--- src/rtl/fifo_wr_arbiter.sv ---
// fifo_wr_arbiter: round-robin burst arbiter sharing one FIFO write port among NREQ producers
//
// Ports:
//   clk        - clock, all state on the rising edge
//   rst        - asynchronous active-low reset
//   req        - per-requester level write request
//   data       - flattened write data, requester i on [i*N +: N]
//   ack        - one-hot pulse, the granted requester's beat was written
//   gnt        - registered one-hot grant, 0 when idle
//   gnt_id     - index of the current/last grant
//   fifo_full  - FIFO full flag
//   fifo_we    - FIFO write enable
//   fifo_wdata - FIFO write data
//   timeout    - (FIFO_WR_ARB_TIMEOUT_EN only) one-cycle pulse when a stalled grant is released
//
// Optional feature macro: FIFO_WR_ARB_TIMEOUT_EN adds a 4-bit stall counter that drops a grant
// after 15 consecutive full cycles.
module fifo_wr_arbiter #(
    parameter int NREQ      = 4,
    parameter int N         = 8,
    parameter int MAX_BURST = 4,
    localparam int IW       = $clog2(NREQ)
) (
    input  logic              clk,
    input  logic              rst,
    input  logic [NREQ-1:0]   req,
    input  logic [NREQ*N-1:0] data,
    output logic [NREQ-1:0]   ack,
    output logic [NREQ-1:0]   gnt,
    output logic [IW-1:0]     gnt_id,
    input  logic              fifo_full,
    output logic              fifo_we,
    output logic [N-1:0]      fifo_wdata
`ifdef FIFO_WR_ARB_TIMEOUT_EN
    ,
    output logic              timeout
`endif
);
    localparam logic [0:0] IDLE  = 1'b0;
    localparam logic [0:0] BURST = 1'b1;

    logic [0:0]      r_state;
    logic [NREQ-1:0] r_gnt;
    logic [IW-1:0]   r_gnt_id;
    logic [IW-1:0]   r_ptr;
    logic [3:0]      r_cnt;
    logic [NREQ-1:0] w_rot;
    logic [IW-1:0]   w_off;
    logic [IW:0]     w_sum;
    logic [IW-1:0]   w_sel;
    logic [IW-1:0]   w_ptr_nxt;
    logic            w_burst;
    logic            w_exit;
    logic            w_to;

    // Rotate requests so bit 0 is the pointer position; the lowest set bit wins.
    assign w_rot = NREQ'({req, req} >> r_ptr);

    always_comb begin
        w_off = '0;
        for (int k = NREQ - 1; k >= 0; k--)
            if (w_rot[k]) w_off = IW'(k);
    end

    assign w_sum     = {1'b0, r_ptr} + {1'b0, w_off};
    assign w_sel     = (w_sum >= (IW+1)'(NREQ)) ? IW'(w_sum - (IW+1)'(NREQ)) : IW'(w_sum);
    assign w_ptr_nxt = (r_gnt_id == IW'(NREQ - 1)) ? '0 : r_gnt_id + 1'b1;

    assign w_burst    = (r_state == BURST);
    assign fifo_we    = w_burst & req[r_gnt_id] & ~fifo_full;
    assign fifo_wdata = w_burst ? data[r_gnt_id*N +: N] : '0;
    assign ack        = r_gnt & {NREQ{fifo_we}};
    assign gnt        = r_gnt;
    assign gnt_id     = r_gnt_id;
    assign w_exit     = w_burst & ((fifo_we & (r_cnt == 4'(MAX_BURST - 1))) | ~req[r_gnt_id] | w_to);

`ifdef FIFO_WR_ARB_TIMEOUT_EN
    logic [3:0] r_stall;
    logic       r_timeout;

    assign w_to    = w_burst & (r_stall == 4'd15);
    assign timeout = r_timeout;

    // Counts consecutive full cycles inside a burst; any write or burst exit clears it.
    always_ff @(posedge clk or negedge rst) begin
        if (!rst) begin
            r_stall   <= '0;
            r_timeout <= 1'b0;
        end else begin
            r_timeout <= w_to;
            r_stall   <= (!w_burst || fifo_we || w_exit) ? 4'd0 : fifo_full ? r_stall + 4'd1 : r_stall;
        end
    end
`else
    assign w_to = 1'b0;
`endif

    always_ff @(posedge clk or negedge rst) begin
        if (!rst) begin
            r_state  <= IDLE;
            r_gnt    <= '0;
            r_gnt_id <= '0;
            r_ptr    <= '0;
            r_cnt    <= '0;
        end else if (r_state == IDLE) begin
            if (|req) begin
                r_state  <= BURST;
                r_gnt    <= {{(NREQ-1){1'b0}}, 1'b1} << w_sel;
                r_gnt_id <= w_sel;
                r_cnt    <= '0;
            end
        end else if (w_exit) begin
            r_state <= IDLE;
            r_gnt   <= '0;
            r_ptr   <= w_ptr_nxt;
        end else if (fifo_we) begin
            r_cnt <= r_cnt + 4'd1;
        end
    end
endmodule
--- config.mk ---
export PLATFORM = sky130hd
export DESIGN_NAME = fifo_wr_arbiter
export DESIGN_NICKNAME = d
export VERILOG_FILES = /design/src/rtl/fifo_wr_arbiter.sv
export SDC_FILE = /design/constraint.sdc
export NUM_CORES = 1
export LEC_CHECK = 0
export CORE_AREA = 2 2 68 70
export DETAILED_ROUTE_END_ITERATION = 6
export DIE_AREA = 0 0 70 72
export PLACE_DENSITY = 0.73
export SLEW_MARGIN = 5
export SYNTH_ARGS = -nofsm -noshare
export SYNTH_HDL_FRONTEND = slang
export SYNTH_SLANG_ARGS = --single-unit
--- constraint.sdc ---
create_clock -name clk -period 2.53 [get_ports clk]
set_clock_uncertainty 0.05 [all_clocks]
set_input_delay 0.759 -clock clk [delete_from_list [all_inputs] [get_ports clk]]
set_output_delay 0.759 -clock clk [all_outputs]
set_load 0.005 [all_outputs]
**Word level (Yosys, flattened, before mapping)**

Index checks and enable logic that the tools add are counted.

- Flip-flop bits (word level): 13
- Latch bits: 0
- Memory bits (writable): 0
- Memory bits (read-only): 0
- Bits of input ports: 39
- Word-level logic and storage cells: 53
- Memories: 0

- Add/sub/neg operators: 4
- Multipliers: 0
- Divide/modulo/power cells: 0
- Magnitude comparators: 2
- Equal/unequal tests: 5
- Shift-type cells: 3
- Muxes and demuxes: 19
- Bitwise logic cells: 9
- Reduce and logical (&&, ||, !) cells: 6

Operators with widths:

| cell | count |
|---|---|
| $shiftx 32x6->8 | 1 |
| $mux 4 | 7 |
| $mux 2 | 6 |
| $mux 8 | 1 |
| $shr 8x2->4 | 1 |
| $reduce_and 2->1 | 3 |
| $add 4x1->4 const B | 1 |
| $and 1x1->1 | 4 |
| $and 4x4->4 | 1 |
| $eq 4x2->1 const B | 1 |
| $mux 1 | 4 |
| $ne 2x2->1 const B | 2 |
| $reduce_or 4->1 | 1 |
| $shl 1x2->4 const A | 1 |
| $add 2x2->3 | 1 |
| $ge 3x3->1 const B | 1 |
| $lt 2x3->1 const B | 1 |
| $not 1->1 | 3 |
| $reduce_and 3->1 | 1 |
| $add 2x1->2 const B | 1 |
| $bmux 1 s2 | 1 |
| $eq 2x2->1 const B | 1 |
| $ne 2x1->1 const B | 1 |
| $reduce_bool 2->1 | 1 |
| 2 further kinds | 2 |

**Logic depth before layout (Yosys ltp)**

Gate-level depths: netlist (run 1).

- Depth after elaboration: 11
- Mapped depth: 9

**Least setup slack after synthesis (run 1)**

Ideal clock, no wire load.

- Kind: in2out
- From: in req[1]
- To: out ack[0]
- Arrival time: 1.765 ns
- Data required time: 1.721 ns
- Path slack: -0.044 ns
- Cell stages on the path: 4
- Buffers on the path: 1
- Cell sequence: buf_2 mux4_2 nor3b_4 and2_1

- Word-level cells in the longest chain between the ends: 5

RTL lines:

| what | RTL line | text |
|---|---|---|
| start: declaration | 26 | `input logic [NREQ-1:0] req,` |
| $bmux 1 s2 | 70 | `assign fifo_we = w_burst & req[r_gnt_id] & ~fifo_full;` |
| $mux 1 (not written as such) | 70 |  |
| $and 1x1->1 (2 in a row) | 70 |  |
| net fifo_we | 32 | `output logic fifo_we,` |
| $and 4x4->4 | 72 | `assign ack = r_gnt & {NREQ{fifo_we}};` |
| end: declaration | 28 | `output logic [NREQ-1:0] ack,` |

The timed path passes the listed nets, and every way through them passes these cells. The select of a mux whose other input is x is not followed.

**Worst setup path after layout (run 1)**

- From: in req[3]
- To: out ack[2]

- Word-level cells in the longest chain between the ends: 5

RTL lines:

| what | RTL line |
|---|---|
| $bmux 1 s2 | 70 |
| $mux 1 (not written as such) | 70 |
| $and 1x1->1 (2 in a row) | 70 |
| $and 4x4->4 | 72 |

Every way passes these cells. The select of a mux whose other input is x is not followed.

==> results.yml, run 1 <==
timing:
  tightest_slew_ns: 0.596
  setup_ws_ns: -0.184
  fin_crit_ns: 2.71
  relSlewSlack_pct: 60.2
  fmax_mhz: 368
  rsz0062_at_grt: "yes"
  fin_setup_tns_ns: -0.490
  fin_crit_sh_pct: 107
  finalHoldViolCount: 0
  drv_slew: 0
  setup_violations: 5
cells_and_area:
  area_growth_pct: 58.8
  fin_nets: 235
  fillers: 430
  antenna_cells: 0
  drive_above_1_share_pct: 31.8
  fin_util_pct: 46.1
setup_path:
  cp.required_ns: 1.72
  cp_top_family: "multiplexers"
  worstSetupPathType: "in -> out"
  cpPeakStageDelay_ns: 0.47
  worstPathMaxFanout: 5
  cp_cell_sequence: "buf_6, mux4_2, nor3b_4, buf_4, and2_4, buf_6"
  rrSetupSlack_ns: 0.29
  worst-path-buf-inv: 3
  crit_path_start: "req[3]"
  cp_slowest_cell: "mux4_2"
  cpMostUsedCell: "buf_6"
  reg2reg_depth: 7
  crit_path_start_kind: "input pin"
  end_kind: "primary output"
  crit-reg2reg-launch: "r_ptr[0]"
  r2r-end: "gnt[0]"
  worstPathArrival_ns: 1.90
yosys:
  synth_area_leaders: "dfrtp_1, mux4_1, and2_1"
  ys_async_sr_fraction_pct: 100
  ys_seq_elements: 13
  synth_adder_area_share_pct: 3.03
  synthFlopType: "dfrtp_1"
  synth_edf_count: 0
  synth-xor-area-share_pct: 1.41
  synth_top_area_share_pct: 26.3
  syn_inst: 122
  synth_top_family_by_area: "simple AND/OR/NAND/NOR gates"
  synth.avg_cell_area_sq_um: 10.2
  ys_seq_area_share_pct: 26.3
  yosys.area_share.simple_pct: 30.0
  yosys_warnings: 0
  synth_top_cells_by_count: "and2_1, dfrtp_1, nand3_1, nand2_1, mux4_1"
  synth_compound_area_share_pct: 13.2
  yosysTopAreaCell: "dfrtp_1"
  synth_fp_nets: 164
  ys_types: 43
  synthMuxAreaShare_pct: 20.8
  syn-cell-area_sq_um: 1240
  synthMostInstantiatedCell: "and2_1"
clock_network:
  cts_tree: "built"
  clock_latency_ns: 0.25
  ctsHtreeMaxLevel: 1
  clock-root-buffer: "clkbuf_8"
  path_clk_slew_ns: 0.06
  cts_made_buffers: 3
  cts_sinks: 13
  clock_path_buffers: 2
  cts_hold_buf: 0
pwr:
  combPwrFrac_pct: 69.0
  clockPowerShare_pct: 10.5
  switching_share_pct: 37.5
  power_density_nw_per_um2: 933
  ir_worst_vdd_mv: 0.480
  internal_power_uw: 1150
  pwr-share-seq_pct: 20.5
  power.leakage_uw: 0.000905
  finalPower_uw: 1840
  netSwitchingPower_uw: 688
routing:
  routed-via-count: 1274
  drc: 0
  wl_per_cell_microns: 14.7
  dr.pass1.iters: 4
  drtIter0Drc: 30
  ant_nets: 0
  avgViaCountPerCell: 5.22
  wl_microns: 3580
outcome:
  status: "finished with violations"
  violations: "negative setup slack"
floorplan:
  die_h_microns: 72
  die_area_sq_um: 5040
  design.core.area_sq_um: 4260
  rows: 24
  die_w_microns: 70
  io_pins: 58
  initial_core_util_pct: 29.0
worst_hold_path:
  hold_depth: 2
  hold_class: "reg -> reg"
  holdCritStartpoint: "gnt[3]"
  min_to: "gnt[3]"
grt:
  grt_first_pass_wirelength_microns: 5790
  first_global_vias: 1241
  grt_max_degree: 18
  grt_overflow: 0
  grt_usage_pct: 14.2
  antenna_found_initial: 0
placement:
  io_buffers: 57
  detailed_place_hpwl_microns: 2800
  place_ws_ns: -0.743
  place_congestion: 0.817
flow_run:
  cap_violations: 0
[how the worst max path moves through the flow]
stage / to / slack, ns / cells after the start
CTS: ack[0] / -0.19 / 6
detailed placement: ack[2] / -0.74 / 5
global route: ack[2] / -0.21 / 6
floorplan: ack[0] / 0.02 / 4
global placement: ack[3] / -0.71 / 5
finish: ack[2] / -0.18 / 6
[worst min-delay path, stage by stage, from the launching register on]
cell	delay [ns]
dfrtp_1	0.36
nand3_1	0.08
nand3_1	0.08
[flip-flops by register name, summed over array words and instances, names as in the netlist]
register and count:
r_ptr 2, r_state 1, gnt_id 2, gnt 4, r_cnt 4
[power by group through the flow]
stage / registers (uW) / logic (uW) / clock network, uW
2_1_floorplan: 341 / 709 / 0
3_3_place_gp: 373 / 1200 / 0
3_5_place_dp: 377 / 1230 / 0
4_1_cts: 376 / 1190 / 198
5_1_grt: 390 / 1400 / 209
6_report: 377 / 1270 / 192
[layer usage]
| metal | up-vias | track usage [%] | share of wire (%) |
|---|---|---|---|
| met2 | 53 | 24.9 | 50 |
| met1 | 604 | 17.9 | 42 |
| met3 | 4 | 2.92 | 6.9 |
| li1 | 613 | - | - |
| met4 | 0 | 3.85 | 1.0 |
| met5 | - | 0 | 0 |
[layout make-up]
class	count	area (sq um)	area share (%)
timing repair buffer	75	677	34.4
sequential	13	325	16.5
tap	52	65.1	3.31
clock buffer	3	41.3	2.10
clock inverter	1	5.00	0.254
inverter	3	11.3	0.573
multi-input combinational	97	842	42.8
[logic make-up (layout without fill, tap and decap cells)]
| group | after synthesis | in the layout |
|---|---|---|
| AOI/OAI and AO/OA | 21 | 21 |
| xor gates and xnor gates | 2 | 2 |
| adders and majority gates | 3 | 3 |
| buffers and inverters | 12 | 82 |
| DFF | 13 | 13 |
| muxes | 11 | 11 |
| and+or+nand+nor | 60 | 60 |
[stage by stage]
step	area [sq um]	hold WS, ns	instances
2_1_floorplan	1250	0.413	122
3_3_place_gp	1950	0.477	238
3_5_place_dp	1950	0.490	238
4_1_cts	1900	0.508	243
5_1_grt	1970	0.524	244
6_report	1970	0.502	244
[what timing repair did]
action,CTS,global route
setup endpoints to repair,17,11
setup buffers,1,1
resized for setup,111,22
pin swaps,11,1
[layout by cell type, fill, tap and decap left out, drive strengths merged, types with 2 or more instances in the layout]
cell type       n
clkdlybuf4s50   7
clkbuf          4
nor4b           2
o31ai           5
and4b           2
nor3            2
and2           14
a22o            2
clkdlybuf4s15  10
mux4            9
nand2          10
nor3b           2
ha              3
nor2            3
inv             3
dlygate4sd2    24
o21ai           3
dfrtp          13
nor2b           2
buf            33
nand3          12
nor4            3
nand4           5
Power figures use the tool's default switching activity.
==> inputs of run 2 (changes only) <==
- CTS_CLUSTER_SIZE: unset -> 8
- HOLD_SLACK_MARGIN: unset -> 0.1
==> results of run 2 <==
Same layout as run 1: the final DEF is identical, and so are final timing and power.
